`config.mk`:
```
export PLATFORM = sky130hd
export DESIGN_NAME = ltssm_link_ctrl_flat
export DESIGN_NICKNAME = d
export VERILOG_FILES = /design/src/rtl/ltssm_pkg.sv /design/src/rtl/ltssm_link_ctrl_if.sv /design/src/rtl/ltssm_timeout_cnt.sv /design/src/rtl/ltssm_link_ctrl.sv /design/src/flat_wrapper.sv
export SDC_FILE = /design/constraint.sdc
export NUM_CORES = 1
export LEC_CHECK = 0
export ABC_AREA = 1
export BUFFER_PORTS_ARGS = -buffer_cell sky130_fd_sc_hd__buf_2
export CAP_MARGIN = 25
export CORE_UTILIZATION = 30
export DETAILED_ROUTE_END_ITERATION = 8
export SLEW_MARGIN = 40
export SYNTH_ARGS = -nofsm -noshare
export SYNTH_HDL_FRONTEND = slang
export SYNTH_SLANG_ARGS = --single-unit
export TNS_END_PERCENT = 5
```
`constraint.sdc`:
```
create_clock -name clk -period 5.55 [get_ports clk]
set_input_delay 0.555 -clock clk [delete_from_list [all_inputs] [get_ports clk]]
set_output_delay 0.555 -clock clk [all_outputs]
set_load 0.1 [all_outputs]
```
`src/rtl/ltssm_pkg.sv`:
```
// Shared LTSSM definitions: substate codes, LPIF state codes and PIPE width codes.
package ltssm_pkg;

  typedef enum logic [3:0] {
    DETECT_QUIET   = 4'd0,
    DETECT_ACTIVE  = 4'd1,
    POLLING_ACTIVE = 4'd2,
    POLLING_CONFIG = 4'd3,
    CFG_LW_START   = 4'd4,
    CFG_LW_ACCEPT  = 4'd5,
    CFG_LN_WAIT    = 4'd6,
    CFG_LN_ACCEPT  = 4'd7,
    CFG_COMPLETE   = 4'd8,
    CFG_IDLE       = 4'd9,
    L0             = 4'd10,
    RCVR_LOCK      = 4'd11,
    RCVR_CFG       = 4'd12,
    RCVR_IDLE      = 4'd13
  } substate_e;

  localparam logic [3:0] LPIF_RESET   = 4'd0;
  localparam logic [3:0] LPIF_ACTIVE  = 4'd1;
  localparam logic [3:0] LPIF_RETRAIN = 4'd2;

  localparam logic [1:0] WIDTH_8  = 2'd0;
  localparam logic [1:0] WIDTH_16 = 2'd1;
  localparam logic [1:0] WIDTH_32 = 2'd2;

  // Map a PIPE data width in bits to its width code; unknown widths read as 8 bit.
  function automatic logic [1:0] width_enc(input int unsigned bits);
    case (bits)
      16:      return WIDTH_16;
      32:      return WIDTH_32;
      default: return WIDTH_8;
    endcase
  endfunction

endpackage

```
`src/rtl/ltssm_link_ctrl_if.sv`:
```
// Handshake and status bundle between the LTSSM coordinator and its PHY-side users.
interface ltssm_link_ctrl_if #(
  parameter int unsigned NUM_LANES = 16
);
  logic [3:0]           lpif_state_req;
  logic                 finish_tx;
  logic                 finish_rx;
  logic [3:0]           goto_tx;
  logic [3:0]           goto_rx;
  logic                 force_detect;
  logic [NUM_LANES-1:0] lane_mask;
  logic                 lane_mask_valid;
  logic [2:0]           target_gen;
  logic [3:0]           substate;
  logic [3:0]           lpif_state_sts;
  logic                 link_up;
  logic [2:0]           gen;
  logic [1:0]           width;
  logic [4:0]           num_lanes;
  logic                 timeout_evt;

  modport master (
    output lpif_state_req, finish_tx, finish_rx, goto_tx, goto_rx, force_detect,
           lane_mask, lane_mask_valid, target_gen,
    input  substate, lpif_state_sts, link_up, gen, width, num_lanes, timeout_evt
  );

  modport slave (
    input  lpif_state_req, finish_tx, finish_rx, goto_tx, goto_rx, force_detect,
           lane_mask, lane_mask_valid, target_gen,
    output substate, lpif_state_sts, link_up, gen, width, num_lanes, timeout_evt
  );
endinterface

```
`src/rtl/ltssm_timeout_cnt.sv`:
```
// Per-substate timeout counter: cleared on substate change, counts while enabled,
// flags the terminal count so the coordinator can leave the substate.
module ltssm_timeout_cnt #(
  parameter int unsigned TIMEOUT_CYCLES = 24000
) (
  input  logic clk,
  input  logic reset,
  input  logic clr_i,
  input  logic en_i,
  output logic term_o
);

  localparam int unsigned    CW   = $clog2(TIMEOUT_CYCLES);
  localparam logic [CW-1:0]  TERM = CW'(TIMEOUT_CYCLES - 1);

  logic [CW-1:0] cnt_q, cnt_d;

  // Next count: clear wins over increment, hold when disabled.
  always_comb begin
    // NOTE: default assignment first so no path leaves cnt_d unassigned (no latch).
    cnt_d = cnt_q;
    if (clr_i)     cnt_d = '0;
    else if (en_i) cnt_d = cnt_q + CW'(1);
  end

  // Counter register.
  always_ff @(posedge clk or negedge reset) begin
    // NOTE: non-blocking assignments in clocked blocks keep register updates order-independent.
    if (!reset) cnt_q <= '0;
    else        cnt_q <= cnt_d;
  end

  assign term_o = en_i && (cnt_q == TERM);

endmodule

```
`src/rtl/ltssm_link_ctrl.sv`:
```
// Top-level LTSSM coordinator: sequences Tx/Rx sub-machines from Detect to L0,
// handles Recovery with generation change, timeouts, lane capture and LPIF status.
module ltssm_link_ctrl
  import ltssm_pkg::*;
#(
  parameter int unsigned DEVICETYPE     = 0,
  parameter int unsigned NUM_LANES      = 16,
  parameter int unsigned MAX_GEN        = 5,
  parameter int unsigned TIMEOUT_CYCLES = 24000,
  parameter int unsigned GEN1_PIPEWIDTH = 8,
  parameter int unsigned GEN2_PIPEWIDTH = 8,
  parameter int unsigned GEN3_PIPEWIDTH = 8,
  parameter int unsigned GEN4_PIPEWIDTH = 8,
  parameter int unsigned GEN5_PIPEWIDTH = 8
) (
  input  logic            clk,
  input  logic            reset,
  ltssm_link_ctrl_if.slave bus
);

  localparam logic [1:0] WIDTH_RST = width_enc(GEN1_PIPEWIDTH);

  substate_e            sub_q, sub_d, fwd_tgt;
  logic [3:0]           sts_q, sts_d;
  logic                 link_up_q, link_up_d;
  logic [2:0]           gen_q, gen_d;
  logic [1:0]           width_q, width_d;
  logic [4:0]           nl_q, nl_d;
  logic                 evt_q, evt_d;
  logic                 tx_hit, rx_hit, both_hit, either_hit, fb_hit, fwd_ok;
  logic                 to_term, to_exit, to_clr, to_en, gen_ok;
  logic [NUM_LANES-1:0] lane_mask;

  assign lane_mask = bus.lane_mask;

  // PIPE width configured for a generation; out-of-range generations use Gen1.
  function automatic int unsigned pipe_width(input logic [2:0] g);
    case (g)
      3'd2:    return GEN2_PIPEWIDTH;
      3'd3:    return GEN3_PIPEWIDTH;
      3'd4:    return GEN4_PIPEWIDTH;
      3'd5:    return GEN5_PIPEWIDTH;
      default: return GEN1_PIPEWIDTH;
    endcase
  endfunction

  // Forward target and handshake qualification for the current substate.
  always_comb begin
    fwd_tgt    = (sub_q == RCVR_IDLE) ? L0 : substate_e'(sub_q + 4'd1);
    tx_hit     = bus.finish_tx && (bus.goto_tx == fwd_tgt);
    rx_hit     = bus.finish_rx && (bus.goto_rx == fwd_tgt);
    both_hit   = tx_hit && rx_hit;
    either_hit = tx_hit || rx_hit;
    fb_hit     = (sub_q != DETECT_QUIET) && (sub_q != L0) &&
                 ((bus.finish_tx && bus.goto_tx == 4'd0) ||
                  (bus.finish_rx && bus.goto_rx == 4'd0));
    case (sub_q)
      DETECT_QUIET:   fwd_ok = rx_hit;
      DETECT_ACTIVE:  fwd_ok = both_hit && (nl_q != 5'd0);
      POLLING_ACTIVE: fwd_ok = either_hit;
      CFG_LW_ACCEPT:  fwd_ok = (DEVICETYPE == 0) ? tx_hit : both_hit;
      CFG_IDLE:       fwd_ok = both_hit && (bus.lpif_state_req == LPIF_ACTIVE);
      L0:             fwd_ok = (bus.lpif_state_req == LPIF_RETRAIN);
      CFG_LW_START, CFG_LN_WAIT, CFG_LN_ACCEPT, RCVR_LOCK:
                      fwd_ok = rx_hit;
      POLLING_CONFIG, CFG_COMPLETE, RCVR_CFG, RCVR_IDLE:
                      fwd_ok = both_hit;
      default:        fwd_ok = 1'b0;
    endcase
  end

  // Next substate: force, fallback, LPIF reset, forward exit, then timeout.
  always_comb begin
    sub_d   = sub_q;
    to_exit = 1'b0;
    if (bus.force_detect || fb_hit) begin
      sub_d = DETECT_QUIET;
    end else if (sub_q == L0 && bus.lpif_state_req == LPIF_RESET) begin
      sub_d = DETECT_QUIET;
    end else if (fwd_ok) begin
      sub_d = fwd_tgt;
    end else if (to_term) begin
      if (sub_q == DETECT_QUIET) begin
        sub_d = DETECT_ACTIVE;
      end else begin
        sub_d   = DETECT_QUIET;
        to_exit = 1'b1;
      end
    end
  end

  // Next values of the registered outputs, derived from the transition taken.
  always_comb begin
    gen_ok = (bus.target_gen != 3'd0) && (32'(bus.target_gen) <= MAX_GEN);

    case (sub_d)
      L0:                            sts_d = LPIF_ACTIVE;
      RCVR_LOCK, RCVR_CFG, RCVR_IDLE: sts_d = LPIF_RETRAIN;
      default:                       sts_d = LPIF_RESET;
    endcase

    link_up_d = link_up_q;
    if (sub_d == DETECT_QUIET)                  link_up_d = 1'b0;
    else if (sub_q == CFG_IDLE && sub_d == L0)  link_up_d = 1'b1;

    gen_d = gen_q;
    if (sub_d == DETECT_QUIET)                                 gen_d = 3'd1;
    else if (sub_q == RCVR_CFG && sub_d == RCVR_IDLE && gen_ok) gen_d = bus.target_gen;

    nl_d = nl_q;
    if (sub_q == DETECT_ACTIVE && bus.lane_mask_valid) nl_d = 5'($countones(lane_mask));

    width_d = width_enc(pipe_width(gen_q));
    evt_d   = to_exit;
  end

  // State and output registers.
  always_ff @(posedge clk or negedge reset) begin
    if (!reset) begin
      sub_q     <= DETECT_QUIET;
      sts_q     <= LPIF_RESET;
      link_up_q <= 1'b0;
      gen_q     <= 3'd1;
      width_q   <= WIDTH_RST;
      nl_q      <= 5'd0;
      evt_q     <= 1'b0;
    end else begin
      sub_q     <= sub_d;
      sts_q     <= sts_d;
      link_up_q <= link_up_d;
      gen_q     <= gen_d;
      width_q   <= width_d;
      nl_q      <= nl_d;
      evt_q     <= evt_d;
    end
  end

  assign to_clr = bus.force_detect || (sub_d != sub_q);
  assign to_en  = (sub_q != L0);

  ltssm_timeout_cnt #(
    .TIMEOUT_CYCLES(TIMEOUT_CYCLES)
  ) u_timeout (
    .clk   (clk),
    .reset (reset),
    .clr_i (to_clr),
    .en_i  (to_en),
    .term_o(to_term)
  );

  assign bus.substate       = sub_q;
  assign bus.lpif_state_sts = sts_q;
  assign bus.link_up        = link_up_q;
  assign bus.gen            = gen_q;
  assign bus.width          = width_q;
  assign bus.num_lanes      = nl_q;
  assign bus.timeout_evt    = evt_q;

endmodule

```
`src/flat_wrapper.sv`:
```
// flat-port wrapper written by rule: the top's interface ports become plain ports
module ltssm_link_ctrl_flat import ltssm_pkg::*;
#(
  parameter int unsigned DEVICETYPE     = 0,
  parameter int unsigned NUM_LANES      = 16,
  parameter int unsigned MAX_GEN        = 5,
  parameter int unsigned TIMEOUT_CYCLES = 24000,
  parameter int unsigned GEN1_PIPEWIDTH = 8,
  parameter int unsigned GEN2_PIPEWIDTH = 8,
  parameter int unsigned GEN3_PIPEWIDTH = 8,
  parameter int unsigned GEN4_PIPEWIDTH = 8,
  parameter int unsigned GEN5_PIPEWIDTH = 8
)
  (clk, reset, bus_lpif_state_req, bus_finish_tx, bus_finish_rx, bus_goto_tx, bus_goto_rx, bus_force_detect, bus_lane_mask, bus_lane_mask_valid, bus_target_gen, bus_substate, bus_lpif_state_sts, bus_link_up, bus_gen, bus_width, bus_num_lanes, bus_timeout_evt);
  ltssm_link_ctrl_if #(.NUM_LANES(NUM_LANES)) bus_i ();
  input  logic clk;
  input  logic reset;
  input wire logic [$bits(bus_i.lpif_state_req)-1:0] bus_lpif_state_req;
  input wire logic [$bits(bus_i.finish_tx)-1:0] bus_finish_tx;
  input wire logic [$bits(bus_i.finish_rx)-1:0] bus_finish_rx;
  input wire logic [$bits(bus_i.goto_tx)-1:0] bus_goto_tx;
  input wire logic [$bits(bus_i.goto_rx)-1:0] bus_goto_rx;
  input wire logic [$bits(bus_i.force_detect)-1:0] bus_force_detect;
  input wire logic [$bits(bus_i.lane_mask)-1:0] bus_lane_mask;
  input wire logic [$bits(bus_i.lane_mask_valid)-1:0] bus_lane_mask_valid;
  input wire logic [$bits(bus_i.target_gen)-1:0] bus_target_gen;
  output wire logic [$bits(bus_i.substate)-1:0] bus_substate;
  output wire logic [$bits(bus_i.lpif_state_sts)-1:0] bus_lpif_state_sts;
  output wire logic [$bits(bus_i.link_up)-1:0] bus_link_up;
  output wire logic [$bits(bus_i.gen)-1:0] bus_gen;
  output wire logic [$bits(bus_i.width)-1:0] bus_width;
  output wire logic [$bits(bus_i.num_lanes)-1:0] bus_num_lanes;
  output wire logic [$bits(bus_i.timeout_evt)-1:0] bus_timeout_evt;
  assign bus_i.lpif_state_req = bus_lpif_state_req;
  assign bus_i.finish_tx = bus_finish_tx;
  assign bus_i.finish_rx = bus_finish_rx;
  assign bus_i.goto_tx = bus_goto_tx;
  assign bus_i.goto_rx = bus_goto_rx;
  assign bus_i.force_detect = bus_force_detect;
  assign bus_i.lane_mask = bus_lane_mask;
  assign bus_i.lane_mask_valid = bus_lane_mask_valid;
  assign bus_i.target_gen = bus_target_gen;
  assign bus_substate = bus_i.substate;
  assign bus_lpif_state_sts = bus_i.lpif_state_sts;
  assign bus_link_up = bus_i.link_up;
  assign bus_gen = bus_i.gen;
  assign bus_width = bus_i.width;
  assign bus_num_lanes = bus_i.num_lanes;
  assign bus_timeout_evt = bus_i.timeout_evt;
  ltssm_link_ctrl #(.DEVICETYPE(DEVICETYPE), .NUM_LANES(NUM_LANES), .MAX_GEN(MAX_GEN), .TIMEOUT_CYCLES(TIMEOUT_CYCLES), .GEN1_PIPEWIDTH(GEN1_PIPEWIDTH), .GEN2_PIPEWIDTH(GEN2_PIPEWIDTH), .GEN3_PIPEWIDTH(GEN3_PIPEWIDTH), .GEN4_PIPEWIDTH(GEN4_PIPEWIDTH), .GEN5_PIPEWIDTH(GEN5_PIPEWIDTH)) u_core (.clk(clk), .reset(reset), .bus(bus_i));
endmodule
```
==> flow_metrics.env <==
export IMPL_status="complete, no violations"
export IMPL_p_sw_frac=0.4705
export IMPL_area_growth_pct=15.70
export IMPL_hold_class="input port to asynchronous set/reset pin"
export IMPL_path_buf_inv=4
export IMPL_die_h_um=96.89
export IMPL_cp_max_fo=2
export IMPL_peakVddDrop_uv=447.7
export IMPL_max_stage_delay_ns=0.53
export IMPL_criticalPathCategory="input port to register"
export IMPL_crit_chain="buf_2 -> ha_1 -> fa_1 -> inv_1 -> fa_1 -> inv_1 -> fa_1 -> fa_1 -> ha_1 -> inv_1 -> fa_1 -> xor2_1 -> o21ai_0"
export IMPL_cp_num_cells=13
export IMPL_clock_latency_ns=0.28
export IMPL_setup_viol=0
export IMPL_synth_edf_count=0
export IMPL_power_frac_seq=0.318
export IMPL_cp_top_family="adder cells"
export IMPL_syn_area_um2=2701
export IMPL_drv_slew=0
export IMPL_grt_pass1_vias=2384
export IMPL_syn_avg_cell_area_um2=7.807
export IMPL_cp_slowest_cell="fa_1"
export IMPL_period_minus_slack_ns=3.779
export IMPL_drc=0
export IMPL_post_cts_setup_buffers=0
export IMPL_wl_um=6102
export IMPL_p_per_area_nw_per_um2=272.2
export IMPL_cts_clk_slew_worst_paths_ns=0.07
export IMPL_htree_levels=2
export IMPL_drt_iter0_drc=46
export IMPL_clock_path_buffers=2
export IMPL_end_kind="register"
export IMPL_nFillCells=929
export IMPL_internal_power_uw=450.5
export IMPL_path_common_cell="fa_1"
export IMPL_final_util=0.3584
export IMPL_slew_headroom=0.5445
export IMPL_viasPerCell=4.639
export IMPL_grt_max_degree=32
export IMPL_tightestPinTransition_ns=0.6832
export IMPL_drive_above_1_share=0.2313
export IMPL_fp_coreArea_um2=8721
export IMPL_cts_resized=0
export IMPL_ant_nets=0
export IMPL_io_pins=57
export IMPL_synth_area_leaders="dfrtp_1 (28%), nand2_1 (10%), ha_1 (8.3%)"
export IMPL_ys_seq_elements=31
export IMPL_drv_cap=0
export IMPL_ys_types=36
export IMPL_synth_async_sr_flop_share=1.000
export IMPL_via_count=2366
export IMPL_rr_endpoint="u_core.u_timeout.cnt_q[0]"
export IMPL_dp_hpwl_um=5022
export IMPL_cts_sinks=31
export IMPL_yosysWarnings=0
export IMPL_tritoncts="built"
export IMPL_port_buffers=52
export IMPL_die_area_um2=9388
export IMPL_grt_pass1_wl_um=10670
export IMPL_start_kind="input port"
export IMPL_place_inst=502
export IMPL_gp_congestion=0.9104
export IMPL_start_util=0.3098
export IMPL_finalSetupTns_ns=0
export IMPL_cts_root_buf="clkbuf_8"
export IMPL_die_w_um=96.89
export IMPL_firstDrtPassIters=4
export IMPL_critPathArrivalTime_ns=3.97
export IMPL_stdcell_count=510
export IMPL_fin_crit_sh=0.6808
export IMPL_antenna_found_initial=0
export IMPL_ctsHoldBuffers=0
export IMPL_synth_top_cell_area_share=0.2779
export IMPL_grt_overflow_total=0
export IMPL_r2r_start="u_core.bus.substate[0]"
export IMPL_netSwitchingPower_uw=400.4
export IMPL_pwr_share_comb=0.479
export IMPL_nets=467
export IMPL_ys_flop_type="dfrtp_1"
export IMPL_cts_buffers_inserted=5
export IMPL_ff2ff_path_depth=17
export IMPL_r2r_slack_ns=2.48
export IMPL_wl_per_cell_um=11.96
export IMPL_crit_required_ns=5.74
export IMPL_n_antenna_cell=0
export IMPL_synth_seq_area_share=0.2876
export IMPL_rsz0062_at_grt="false"
export IMPL_synth_top_cell_by_area="dfrtp_1"
export IMPL_p_leak_uw=0.001625
export IMPL_grt_usage=0.1394
export IMPL_final_hold_violation_count=0
export IMPL_p_clk_frac=0.203
export IMPL_finalClockSkew_ns=0.003359
export IMPL_rows=34
export IMPL_syn_instance_count=346
export IMPL_fmax_mhz=264.7
[metrics by stage]
| stage | instance area (µm²) | worst slack (ns) | power (µW) | hold slack, ns |
|---|---|---|---|---|
| after floorplan | 2713 | 1.716 | 595.7 | 0.2594 |
| after global placement | 3044 | 1.547 | 677.7 | 0.4738 |
| after detailed placement | 3044 | 1.455 | 683.4 | 0.4820 |
| after CTS | 3126 | 1.777 | 858.5 | 0.3362 |
| after global routing | 3126 | 1.649 | 917.0 | 0.3675 |
| final | 3126 | 1.771 | 850.9 | 0.3090 |
[cells in the mapped netlist (6+ instances only)]
library cell / number
dfrtp_1: 30
fa_1: 11
ha_1: 18
inv_1: 55
nand2_1: 74
nand3_1: 33
nand4_1: 14
nor2_1: 27
nor2_2: 14
o21ai_0: 6
xor2_1: 14
[power groups by stage]
stage | combinational (µW) | clock [µW] | sequential [µW]
finish | 407 | 173 | 271
global route | 455 | 187 | 275
CTS | 411 | 177 | 270
detailed placement | 410 | 0 | 274
global placement | 403 | 0 | 274
floorplan | 197 | 0 | 399
[kinds of logic after synthesis]
group           synth area share
compound gates           0.04586
xor+xnor                 0.05188
fa+ha+maj                 0.1649
buf+inv                   0.1065
flops                     0.2876
mux                     0.003706
other cells             0.001388
simple gates              0.3381
[cell type report]
| type | count | area [µm²] | share of cell area |
|---|---|---|---|
| tap | 108 | 135.1 | 0.04323 |
| clock inverter | 1 | 5.005 | 0.001601 |
| inverter | 59 | 224.0 | 0.07166 |
| clock buffer | 7 | 76.32 | 0.02442 |
| timing repair buffer | 52 | 260.3 | 0.08327 |
| multi-input combinational | 252 | 1648 | 0.5272 |
| sequential | 31 | 777.0 | 0.2486 |
[worst max path at each step]
stage / end / slack [ns] / start
2_1_floorplan: u_core.bus.num_lanes[3] / 1.72 / bus_lane_mask[14]
3_3_place_gp: u_core.bus.num_lanes[3] / 1.55 / bus_lane_mask[14]
3_5_place_dp: u_core.bus.num_lanes[3] / 1.46 / bus_lane_mask[14]
4_1_cts: u_core.bus.num_lanes[3] / 1.78 / bus_lane_mask[14]
5_1_grt: u_core.bus.num_lanes[3] / 1.65 / bus_lane_mask[14]
6_report: u_core.bus.num_lanes[3] / 1.77 / bus_lane_mask[14]
[layer usage]
layer	vias up	GRT usage	share of wire
met2	56	0.2514	0.50
met5	-	0	0
met1	1091	0.1595	0.43
met3	12	0.02673	0.038
met4	0	0.05970	0.027
li1	1207	-	-
[sequential cells by signal (all words and copies together), names as in the netlist]
register and flops:
u_core.bus.lpif_state_sts 2, u_core.bus.num_lanes 5, u_core.bus.gen 3, u_core.bus.substate 4, u_core.u_timeout.cnt_q 15, u_core.bus.timeout_evt 1, u_core.bus.link_up 1
[cell usage in the layout, fill, tap and decap left out, drive strengths merged]
| master | instances |
|---|---|
| a2111o | 1 |
| a211oi | 2 |
| a21boi | 2 |
| a21o | 1 |
| a21oi | 5 |
| and2 | 1 |
| buf | 52 |
| clkbuf | 7 |
| clkinv | 1 |
| conb | 4 |
| dfrtp | 30 |
| dfstp | 1 |
| fa | 11 |
| ha | 18 |
| inv | 59 |
| mux2i | 1 |
| nand2 | 79 |
| nand3 | 39 |
| nand3b | 2 |
| nand4 | 14 |
| nor2 | 42 |
| nor3 | 5 |
| nor3b | 1 |
| nor4 | 1 |
| o21ai | 6 |
| o31ai | 1 |
| xnor2 | 2 |
| xor2 | 14 |
(Power assumes the default switching activity.)
